--- config.mk ---
export PLATFORM = sky130hd
export DESIGN_NAME = sync32_feed_fifo
export DESIGN_NICKNAME = d
export VERILOG_FILES = /design/src/rtl/sync32_feed_pkg.sv /design/src/rtl/sync32_feed_ram.sv /design/src/rtl/sync32_feed_fifo.sv
export SDC_FILE = /design/constraint.sdc
export NUM_CORES = 1
export LEC_CHECK = 0
export ABC_AREA = 1
export BUFFER_PORTS_ARGS = -buffer_cell sky130_fd_sc_hd__buf_2
export CORE_MARGIN = 2
export CORE_UTILIZATION = 54
export CTS_BUF_LIST = sky130_fd_sc_hd__clkbuf_2
export DETAILED_ROUTE_END_ITERATION = 8
export PLACE_DENSITY = 0.79
export SYNTH_ARGS = -nofsm -noshare
export SYNTH_HDL_FRONTEND = slang
export SYNTH_SLANG_ARGS = --single-unit
--- constraint.sdc ---
create_clock -name sys_clk -period 2.32 [get_ports sys_clk]
set_input_delay 0.116 -clock sys_clk [delete_from_list [all_inputs] [get_ports sys_clk]]
set_output_delay 0.116 -clock sys_clk [all_outputs]
set_load 0.05 [all_outputs]
--- src/rtl/sync32_feed_pkg.sv ---
// Shared word type and constant helpers for the sync32 feeder FIFO.
// Used by the top (sync32_feed_fifo) and its storage (sync32_feed_ram).
package sync32_feed_pkg;

  localparam int WORD_W = 32;

  typedef logic [WORD_W-1:0] word_t;

  function automatic int clog2(input int n);
    int r;
    int v;
    r = 0;
    v = n - 1;
    while (v > 0) begin
      r++;
      v = v >> 1;
    end
    return r;
  endfunction

endpackage

--- src/rtl/sync32_feed_ram.sv ---
// DEPTH x word_t storage: registered write port, asynchronous read.
// Contents are deliberately not reset; occupancy tracking lives in the top.
module sync32_feed_ram
  import sync32_feed_pkg::*;
#(
  parameter int DEPTH = 4,
  parameter int AW    = 2
) (
  input  logic              sys_clk,
  input  logic              we,
  input  logic [AW-1:0]     waddr,
  input  logic [WORD_W-1:0] wdata,
  input  logic [AW-1:0]     raddr,
  output logic [WORD_W-1:0] rdata
);

  word_t mem [DEPTH];

  always_ff @(posedge sys_clk) begin
    if (we) mem[waddr] <= wdata;
  end

  assign rdata = mem[raddr];

endmodule

--- src/rtl/sync32_feed_fifo.sv ---
// Feeder FIFO for the 32-bit load-enabled sync register; issues the head word on ce & ~hold.
// Min latency 1 cycle, or 0 with SYNC32_FEED_BYPASS_EN; in_ready drops only when full.
module sync32_feed_fifo
  import sync32_feed_pkg::*;
#(
  parameter int DEPTH = 4,
  parameter int AW    = 2
) (
  input  logic              sys_clk,
  input  logic              reset,
  input  logic              flush,
  input  logic              in_valid,
  output logic              in_ready,
  input  logic [WORD_W-1:0] in_data,
  input  logic              ce,
  input  logic              hold,
  output logic              ld,
  output logic [WORD_W-1:0] d,
  output logic [AW:0]       level
);

  if (DEPTH < 2 || DEPTH != (1 << AW) || clog2(DEPTH) != AW) begin : g_bad_depth
    $error("sync32_feed_fifo: DEPTH must be a power of two >= 2 and equal 2**AW");
  end

  localparam logic [AW:0] LVL_FULL = (AW+1)'(DEPTH);

  logic [AW-1:0] wr_ptr;
  logic [AW-1:0] rd_ptr;
  logic [AW:0]   cnt;
  word_t         rd_word;
  logic          blocked;
  logic          empty;
  logic          full;
  logic          issue;
  logic          bypass;
  logic          push;

  assign blocked = reset | flush;
  assign empty   = (cnt == '0);
  assign full    = (cnt == LVL_FULL);

`ifdef SYNC32_FEED_BYPASS_EN
  // Cut-through only when nothing is queued, so ordering is preserved.
  assign bypass = empty & in_valid & ce & ~hold & ~blocked;
`else
  assign bypass = 1'b0;
`endif

  // A full FIFO never accepts, even while issuing: the freed slot shows next cycle.
  assign in_ready = ~full & ~blocked;
  assign issue    = ce & ~hold & ~empty & ~blocked;
  assign push     = in_valid & in_ready & ~bypass;
  assign ld       = issue | bypass;
  assign level    = reset ? '0 : cnt;

  always_comb begin
    d = '0;
    if (issue)       d = rd_word;
    else if (bypass) d = in_data;
  end

  always_ff @(posedge sys_clk) begin
    if (blocked) begin
      wr_ptr <= '0;
      rd_ptr <= '0;
      cnt    <= '0;
    end else begin
      if (push)  wr_ptr <= wr_ptr + AW'(1);
      if (issue) rd_ptr <= rd_ptr + AW'(1);
      case ({push, issue})
        2'b10:   cnt <= cnt + (AW+1)'(1);
        2'b01:   cnt <= cnt - (AW+1)'(1);
        default: cnt <= cnt;
      endcase
    end
  end

  sync32_feed_ram #(
    .DEPTH (DEPTH),
    .AW    (AW)
  ) u_ram (
    .sys_clk (sys_clk),
    .we      (push),
    .waddr   (wr_ptr),
    .wdata   (in_data),
    .raddr   (rd_ptr),
    .rdata   (rd_word)
  );

endmodule

==> results.toml, run 1 <==
[sta]
layout_setup_ws_ps = 132
slew_headroom_pct = 71.4
finalCriticalPeriod_ps = 2190
final.setup.tns_ps = 0
slew_violations = 0
setup_violations = 0
clock_skew_ps = 27.0
tightestPinTransition_ps = 430
hold_viol = 0
fin_crit_sh_pct = 94.3
fmax_mhz = 457

[synthesis]
synthTopCellsByArea = "edfxtp_1 70%, nor2_1 9.4%, o21ai_1 3.5%"
syn_inst = 455
synth.cells.most_frequent = "138 x nor2_1, 128 x edfxtp_1, 38 x o21ai_1"
ys_types = 22
ys_ff_latch = 137
post-synth-top-count-cell = "nor2_1"
yosys.area.top_type = "edfxtp_1"
syn-num-nets = 499
syn_avg_cell_area_um2 = 12.1
synth_seq_area_share_pct = 73.1
synth_ff_type = "edfxtp_1"
syn_area_um2 = 5500
synth_top_area_share_pct = 69.8
synth_edf_count = 128
async_reset_ff_share_pct = 0
yosys_warnings = 0

[power]
p_int_w = 0.00320
clock_power_share_pct = 30.1
p_sw_w = 0.000966
leakage_nw = 2.57
pwr_density_cell_nw_per_um2 = 612
ir_drop_mv = 0.366
seq_power_share_pct = 65.4
power_frac_comb_pct = 4.5
netSwitchingFraction_pct = 23.2

[job]
max-cap-violations = 0

[outcome]
status = "complete, no violations"

[routing]
antenna_left = 0
drt_iter0_drc = 280
vias = 3762
drt-pass1-iter-count = 6
routedWlPerCell_um = 15.3
post-route-drc-count = 0
postRouteWirelength_mm = 11.3
vias_per_cell = 5.12

[grt]
antenna_found_initial = 0
grt_overflow_total = 0
grt_use_total_pct = 20.5
grt_max_degree = 35
grt_pass1_vias = 3619
grt_first_pass_wirelength_mm = 17.2

[clock_tree]
clockBufferDepth = 2
tritoncts = "built"
cts_buffers = 17
cts.sinks = 137
root_buffer = "clkbuf_2"
clk_pin_slew_ps = 220
clk_latency_ps = 680
h-tree-depth = 4

[place]
pre_cts_ws_ps = 462
dp_hpwl_mm = 6.57
port_buffers = 74
gp_congestion = 0.755

[setup_path]
cpPeakStageDelay_ps = 470
crit_fanout = 28
critPathCaptureType = "primary output"
crit_type = "reg -> out"
critPathRequiredTime_ps = 2200
worstPathArrival_ps = 2070
crit_path_frequent_cell = "nor2_1"
crit_path_top_delay_cell = "dfxtp_4"
cp_cell_sequence = "buf_8 > nor2_1 > nor2_1 > o21ai_0 > a21oi_2 > buf_4"
critPathLaunchType = "flop"

[final_layout]
finalNetCount = 633
fin_util_pct = 69.3
drive_above_1_share_pct = 24.3
n_antenna_cell = 0
area_growth_pct = 23.7

[min_path]
hold_class = "in -> reg"

[die]
design.core.area_um2 = 9820
die_area_um2 = 11000
start_util_pct = 56.1
dieHeight_um = 105
rows = 36
die_w_um = 105
io_pins = 75
## placed cells by master, fill, tap and decap left out, types with 2 or more instances in the layout
cell type and instances:
dfxtp_4 2, dfxtp_1 7, nor2_4 5, clkinv_2 2, o21ai_0 30, clkbuf_4 9, dlygate4sd3_1 39, inv_1 20
ha_1 5, buf_4 21, nor2_1 134, edfxtp_1 128, a21oi_2 2, buf_12 2, clkinv_4 2, buf_2 61
nand2_1 13, buf_6 3, o21ai_1 38, nand2_2 2, clkinvlp_4 7, nand3_1 5, clkbuf_2 18, inv_6 3
a21oi_1 33
## metrics by stage
step / hold WS [ps] / cell area (um2) / instances / power (W)
after detailed placement: 331 / 6050 / 655 / 0.00292
final: 175 / 6810 / 735 / 0.00417
after CTS: 148 / 6710 / 729 / 0.00419
after global routing: 106 / 6810 / 735 / 0.00431
after floorplan: 215 / 5500 / 455 / 0.00284
after global placement: 327 / 6050 / 655 / 0.00291
## state kept, by name (all words and copies together) (netlist names), named ones only
name       cells
cnt            3
wr_ptr         2
rd_ptr         2
u_ram.mem    128
## area by class of cell
type | instances | area [um2]
Clock inverter | 14 | 125
Timing Repair Buffer | 136 | 1010
Tap cell | 133 | 166
Timing Repair inverter | 2 | 12.5
Clock buffer | 18 | 90.1
Multi-Input combinational cell | 272 | 1280
Sequential cell | 137 | 4030
Inverter | 23 | 92.6
Fill cell | 715 | 3010
## what timing repair did
action | CTS | global route
endpoints found under the setup margin | 32 | 32
setup buffers | 2 | 5
gates resized for setup | 10 | 20
gates cloned | 1 | 1
endpoints found under the hold margin | 137 | 0
hold buffers | 39 | 0
## critical path, delay by kind of cell (launching register included)
family                 cells  cell delay (ps)
and+or+nand+nor            2              170
buffers and inverters      2              450
DFF                        1              470
AOI/OAI and AO/OA          2              330
## worst paths after layout
kind | startpoint | to | depth (start not counted) | slack [ps]
min reg2reg | rd_ptr[0] | rd_ptr[0] | 3 | 540
min | in_data[4] | u_ram.mem[3][4] | 2 | 180
max | flop | d[2] | 6 | 130
max reg2reg | cnt[0] | cnt[2] | 13 | 480
## cell families (layout without fill, tap and decap cells)
family          after synthesis  count (layout)  share of synthesized area (%)
flops                       137             137                           73.1
fa+ha+maj                     6               6                           1.50
compound gates              104             104                           9.48
simple gates                162             162                           11.6
buf+inv                      46             193                           4.32
## layer usage
layer | part of all wire (%) | GRT usage [%]
met5 | 0 | 0
met4 | 0.85 | 5.90
met2 | 52 | 36.2
met3 | 5.9 | 5.49
met1 | 41 | 24.8
## power groups by stage
stage,Combinational [W],Clock (W),Sequential (W)
after floorplan,0.0000603,0,0.00278
after detailed placement,0.000136,0,0.00278
final,0.000189,0.00125,0.00272
after CTS,0.000187,0.00127,0.00273
after global routing,0.000207,0.00138,0.00273
after global placement,0.000128,0,0.00278
Note: power is estimated with default switching activity, not from simulation.
==> run 2, diff against run 1 <==
--- a/config.mk
+++ b/config.mk
@@ -12,6 +12,8 @@
 export CTS_BUF_LIST = sky130_fd_sc_hd__clkbuf_2
 export DETAILED_ROUTE_END_ITERATION = 8
 export PLACE_DENSITY = 0.79
+export REMOVE_ABC_BUFFERS = 1
+export SLEW_MARGIN = 20
 export SYNTH_ARGS = -nofsm -noshare
 export SYNTH_HDL_FRONTEND = slang
 export SYNTH_SLANG_ARGS = --single-unit
==> results.toml, run 2 (synthesis gave the netlist of run 1 again) <==
[clock_tree]
clockBufferDepth = 2
clk_pin_slew_ps = 180
root_buffer = "clkbuf_2"
h-tree-depth = 4
clk_latency_ps = 680
tritoncts = "built"
cts.sinks = 137
cts_buffers = 17

[outcome]
status = "complete, no violations"

[final_layout]
seq_area_um2 = 4030
multi_input_area_um2 = 1290
fillCellCount = 669
area_growth_pct = 25.4
final_cell_mix = "133 x nor2_1, 128 x edfxtp_1, 51 x buf_2, 41 x o21ai_1, 39 x dlygate4sd3_1"
layout_commonest_cell = "nor2_1"
finalNetCount = 631
reg_top3 = "u_ram.mem x128, cnt x3"
drive_above_1_share_pct = 24.2
final_area_um2 = 6900
fin_cells = 734
regMostFlops = "u_ram.mem"
largest_reg_flops = 128

[grt]
grt_max_degree = 35
grt_use_total_pct = 22.7
grt_overflow_total = 0
antenna_found_initial = 0
grt_first_pass_wirelength_mm = 18.9
grt_pass1_vias = 3775

[power]
total_power_w = 0.00432
pwr_density_cell_nw_per_um2 = 626
ir_drop_mv = 0.345
leakage_nw = 2.61

[routing]
antenna_left = 0
post-route-drc-count = 0
routedWlPerCell_um = 16.4
vias_per_cell = 5.29
drt_iter0_drc = 262
drt-pass1-iter-count = 5
postRouteWirelength_mm = 12.0
vias = 3886

[sta]
fin_crit_sh_pct = 97.3
tightestPinTransition_ps = 467
rsz0062_at_grt = "yes"
layout_setup_ws_ps = 62.3
slew_violations = 0
whs_ps = 176
hold_viol = 0
slew_headroom_pct = 68.9
setup_violations = 0
fmax_mhz = 443
finalCriticalPeriod_ps = 2260
clock_skew_ps = 24.5

[job]
max-cap-violations = 0

[setup_path]
rr_worst_depth = 13
crit_type = "reg -> out"
crit_fanout = 5
cpPeakStageDelay_ps = 400
critPathTopFamily = "buffers and inverters"
path_buf_inv = 3
critPathCaptureType = "primary output"
critPathRequiredTime_ps = 2200
critPathLaunchType = "flop"
cp_num_cells = 6
cp_cell_sequence = "clkinvlp_4 > clkbuf_16 > nor2_2 > o21ai_0 > a21oi_1 > buf_4"
worstPathArrival_ps = 2140
crit_path_top_delay_cell = "dfxtp_4"

[min_path]
hold_depth = 2
hold_class = "in -> reg"

[place]
numPlacedInstances = 652
port_buffers = 74
gp_congestion = 0.791
pre_cts_ws_ps = 484
placed_area_um2 = 6040
dp_hpwl_mm = 6.70

[die]
io_pins = 75
dieHeight_um = 105
rows = 36
start_util_pct = 56.1
die_w_um = 105
die_area_um2 = 11000
design.core.area_um2 = 9820
-- run 2: changes by cell type in the layout (fill, tap and decap cells not counted), moves of 3 or more --
cell        previous run  this run
o21ai_0               30        27
clkinv_2               2         5
buf_2                 61        51
clkinvlp_4             7         4
buf_6                  3         7
inv_6                  3         0
buf_4                 21        24
o21ai_1               38        41
-- run 2: path summary, 6_finish.rpt --
kind,end,slack (ps),from
worst max register to register,cnt[2],330,cnt[2]
worst min-delay path,u_ram.mem[3][9],180,in_data[9]
worst max-delay path,d[0],60,flop
worst min register to register,flop,530,rd_ptr[1]
-- run 2: worst reg2reg max path: stages (launching register included) --
cell and delay [ps]:
dfxtp_1 400, inv_1 90, nand3_1 140, nand2_2 80
inv_1 110, ha_1 200, inv_1 80, fa_1 380
inv_1 90, nand2_1 80, nand3_1 110, nand2_1 70
nand2_1 50, nor2_1 40
-- run 2: area by class of cell --
type	count	area share [%]
Clock inverter	15	2.30
Tap cell	133	2.41
Clock buffer	17	1.23
Antenna cell	1	0.0363
Sequential cell	137	58.4
Timing Repair Buffer	135	15.5
Inverter	23	1.31
Multi-Input combinational cell	272	18.7
Timing Repair inverter	1	0.109
-- run 2: per-layer routing --
metal	up-vias	wire [um]	track usage (%)
met5	-	0	0
met4	0	217	8.86
met3	22	741	5.43
met2	165	6080	36.9
met1	1840	4990	29.6
li1	1859	-	-
-- run 2: repair_timing --
action / in CTS / in global routing
endpoints found under the hold margin: 137 / 0
gates resized for setup: 13 / 42
buffers inserted: 5 / 3
cloned: 1 / 1
pin swaps: 0 / 3
setup endpoints to repair: 32 / 31
hold buffers: 39 / 0
-- run 2: metrics by stage --
stage	util (%)	setup TNS, ps
floorplan	-	-28390
global placement	61.5	0
detailed placement	61.5	0
CTS	68.9	0
global route	70.3	-110
finish	70.3	0
-- run 2: power breakdown --
part / total, W / switching (W) / internal, W
Clock: 0.00140 / 0.000822 / 0.000582
Sequential: 0.00272 / 0.00000605 / 0.00272
Combinational: 0.000191 / 0.000103 / 0.0000880
Total: 0.00432 / 0.000931 / 0.00339
==> run 3, diff against run 2 <==
--- a/config.mk
+++ b/config.mk
@@ -5,15 +5,16 @@
 export SDC_FILE = /design/constraint.sdc
 export NUM_CORES = 1
 export LEC_CHECK = 0
-export ABC_AREA = 1
 export BUFFER_PORTS_ARGS = -buffer_cell sky130_fd_sc_hd__buf_2
 export CORE_MARGIN = 2
 export CORE_UTILIZATION = 54
 export CTS_BUF_LIST = sky130_fd_sc_hd__clkbuf_2
+export CTS_CLUSTER_DIAMETER = 60
 export DETAILED_ROUTE_END_ITERATION = 8
-export PLACE_DENSITY = 0.79
+export PLACE_DENSITY = 0.78
 export REMOVE_ABC_BUFFERS = 1
 export SLEW_MARGIN = 20
 export SYNTH_ARGS = -nofsm -noshare
 export SYNTH_HDL_FRONTEND = slang
 export SYNTH_SLANG_ARGS = --single-unit
+export TNS_END_PERCENT = 50
==> results.toml, run 3 <==
[die]
die_w_um = 106
start_util_pct = 55.2
io_pins = 75
die_area_um2 = 11300
rows = 37
design.core.area_um2 = 10300
dieHeight_um = 106

[grt]
grt_use_total_pct = 20.1
grt_overflow_total = 0
grt_max_degree = 33
grt_first_pass_wirelength_mm = 16.6
antenna_found_initial = 0
grt_pass1_vias = 3081

[final_layout]
fin_cells = 546
seq_area_um2 = 4030
final_cell_mix = "128 x edfxtp_1, 42 x buf_2, 40 x dlygate4sd3_1, 33 x buf_6, 32 x mux4_2"
layout_commonest_cell = "edfxtp_1"
final_area_um2 = 7210
n_antenna_cell = 0
largest_reg_flops = 128
drive_above_1_share_pct = 48.5
fin_util_pct = 70.2
reg_top3 = "u_ram.mem x128, cnt x3"
regMostFlops = "u_ram.mem"
finalNetCount = 441
fillCellCount = 644
area_growth_pct = 27.2
multi_input_area_um2 = 1510

[sta]
fmax_mhz = 435
final.setup.tns_ps = 0
finalCriticalPeriod_ps = 2300
setup_violations = 0
slew_headroom_pct = 40.7
tightestPinTransition_ps = 890
rsz0062_at_grt = "yes"
slew_violations = 0
hold_viol = 0
clock_skew_ps = 29.0
fin_crit_sh_pct = 99.1

[setup_path]
critPathLaunchType = "flop"
critPathCaptureType = "primary output"
crit_type = "reg -> out"
path_buf_inv = 3
worstPathArrival_ps = 2180
cpPeakStageDelay_ps = 510
critPathRequiredTime_ps = 2200
crit_path_top_delay_cell = "mux4_2"
cp_cell_sequence = "buf_12 > buf_16 > mux4_2 > nor2b_4 > buf_6"
critPathTopFamily = "multiplexers"
crit_fanout = 8

[synthesis]
synth_compound_area_share_pct = 0.486
synth_top_area_share_pct = 67.8
synth_top_family_by_area = "multiplexers"
syn_inst = 262
yosys.area.top_type = "edfxtp_1"
synth_edf_count = 128
syn_area_um2 = 5670
synth.cells.most_frequent = "128 x edfxtp_1, 30 x mux4_2, 30 x nor2b_4"
synthAdderAreaFrac_pct = 1.46
synth_mux_area_share_pct = 13.6
yosys_warnings = 0
ys_ff_latch = 137
ys_types = 31
synth_ff_type = "edfxtp_1"
async_reset_ff_share_pct = 0
post-synth-top-count-cell = "edfxtp_1"
synth_seq_area_share_pct = 71.0
synthSimpleGateAreaFrac_pct = 10.6
syn_avg_cell_area_um2 = 21.6
synth_xor_area_share_pct = 0.309
synthTopCellsByArea = "edfxtp_1 68%, mux4_2 12%, nor2b_4 7.3%"

[power]
clock_power_share_pct = 31.7
netSwitchingFraction_pct = 24.0
p_int_w = 0.00326
ir_drop_mv = 0.297
leakage_nw = 2.55
power_frac_comb_pct = 4.5
total_power_w = 0.00429
seq_power_share_pct = 63.7
pwr_density_cell_nw_per_um2 = 595
p_sw_w = 0.00103

[clock_tree]
cts_buffers = 17
clockBufferDepth = 2
clk_latency_ps = 670
root_buffer = "clkbuf_2"
clk_pin_slew_ps = 240
h-tree-depth = 4
cts.sinks = 137
tritoncts = "built"

[routing]
drt-pass1-iter-count = 5
post-route-drc-count = 0
vias = 2891
antenna_left = 0
postRouteWirelength_mm = 10.4
routedWlPerCell_um = 19.1
vias_per_cell = 5.29
drt_iter0_drc = 188

[place]
placed_area_um2 = 6150
port_buffers = 74
gp_congestion = 0.757
numPlacedInstances = 466
dp_hpwl_mm = 5.37

[min_path]
hold_class = "in -> reg"

[outcome]
status = "complete, no violations"

[job]
max-cap-violations = 0
==> run 3: cell type report <==
class / instances / share of cell area [%]
flip-flops and latches: 137 / 55.9
multi-input cells: 108 / 20.9
repair buffers: 126 / 17.2
well taps: 136 / 2.36
clock inverters: 15 / 2.10
clock buffers: 17 / 1.18
inverters: 7 / 0.364
==> run 3: per-layer routing <==
layer | global-route usage [%] | share of wire (%) | vias to the layer above
li1 | - | - | 1310
met1 | 25.6 | 42 | 1472
met2 | 33.4 | 52 | 105
met3 | 6.13 | 5.4 | 4
met4 | 6.68 | 0.66 | 0
met5 | 0 | 0 | -
==> run 3: repair_timing <==
action	in CTS	in global routing
gates resized for setup	73	6
hold buffers	40	0
cloned	5	0
endpoints found under the hold margin	137	0
setup buffers	2	1
pin swaps	0	1
setup endpoints to repair	32	33
==> run 3: kinds of logic after synthesis <==
kind of cell | count (synthesis)
AO/OA/AOI/OAI | 4
XOR/XNOR | 2
adder cells (fa/ha/maj) | 6
buffers and inverters | 17
flip-flops | 137
multiplexers | 36
AND/OR/NAND/NOR | 60
==> run 3: worst paths after layout <==
check / start / to / cells after the start / slack [ps]
setup reg to reg: cnt[2] / cnt[2] / 9 / 60
hold reg to reg: cnt[2] / cnt[2] / 2 / 530
setup / recovery: flop / d[19] / 5 / 20
hold / removal: in_data[21] / u_ram.mem[3][21] / 2 / 190
==> run 3: metrics by stage <==
stage	worst slack, ps	hold WS (ps)
finish	20.6	186
global route	-127	96.2
CTS	-55.8	100
detailed placement	69.3	335
global placement	145	328
floorplan	-593	215
==> run 3: power by group through the flow <==
stage	Combinational [W]	Clock (W)	Sequential [W]
floorplan	0.0000657	0	0.00279
global placement	0.000129	0	0.00279
detailed placement	0.000136	0	0.00279
CTS	0.000192	0.00139	0.00273
global route	0.000210	0.00150	0.00274
finish	0.000195	0.00136	0.00273
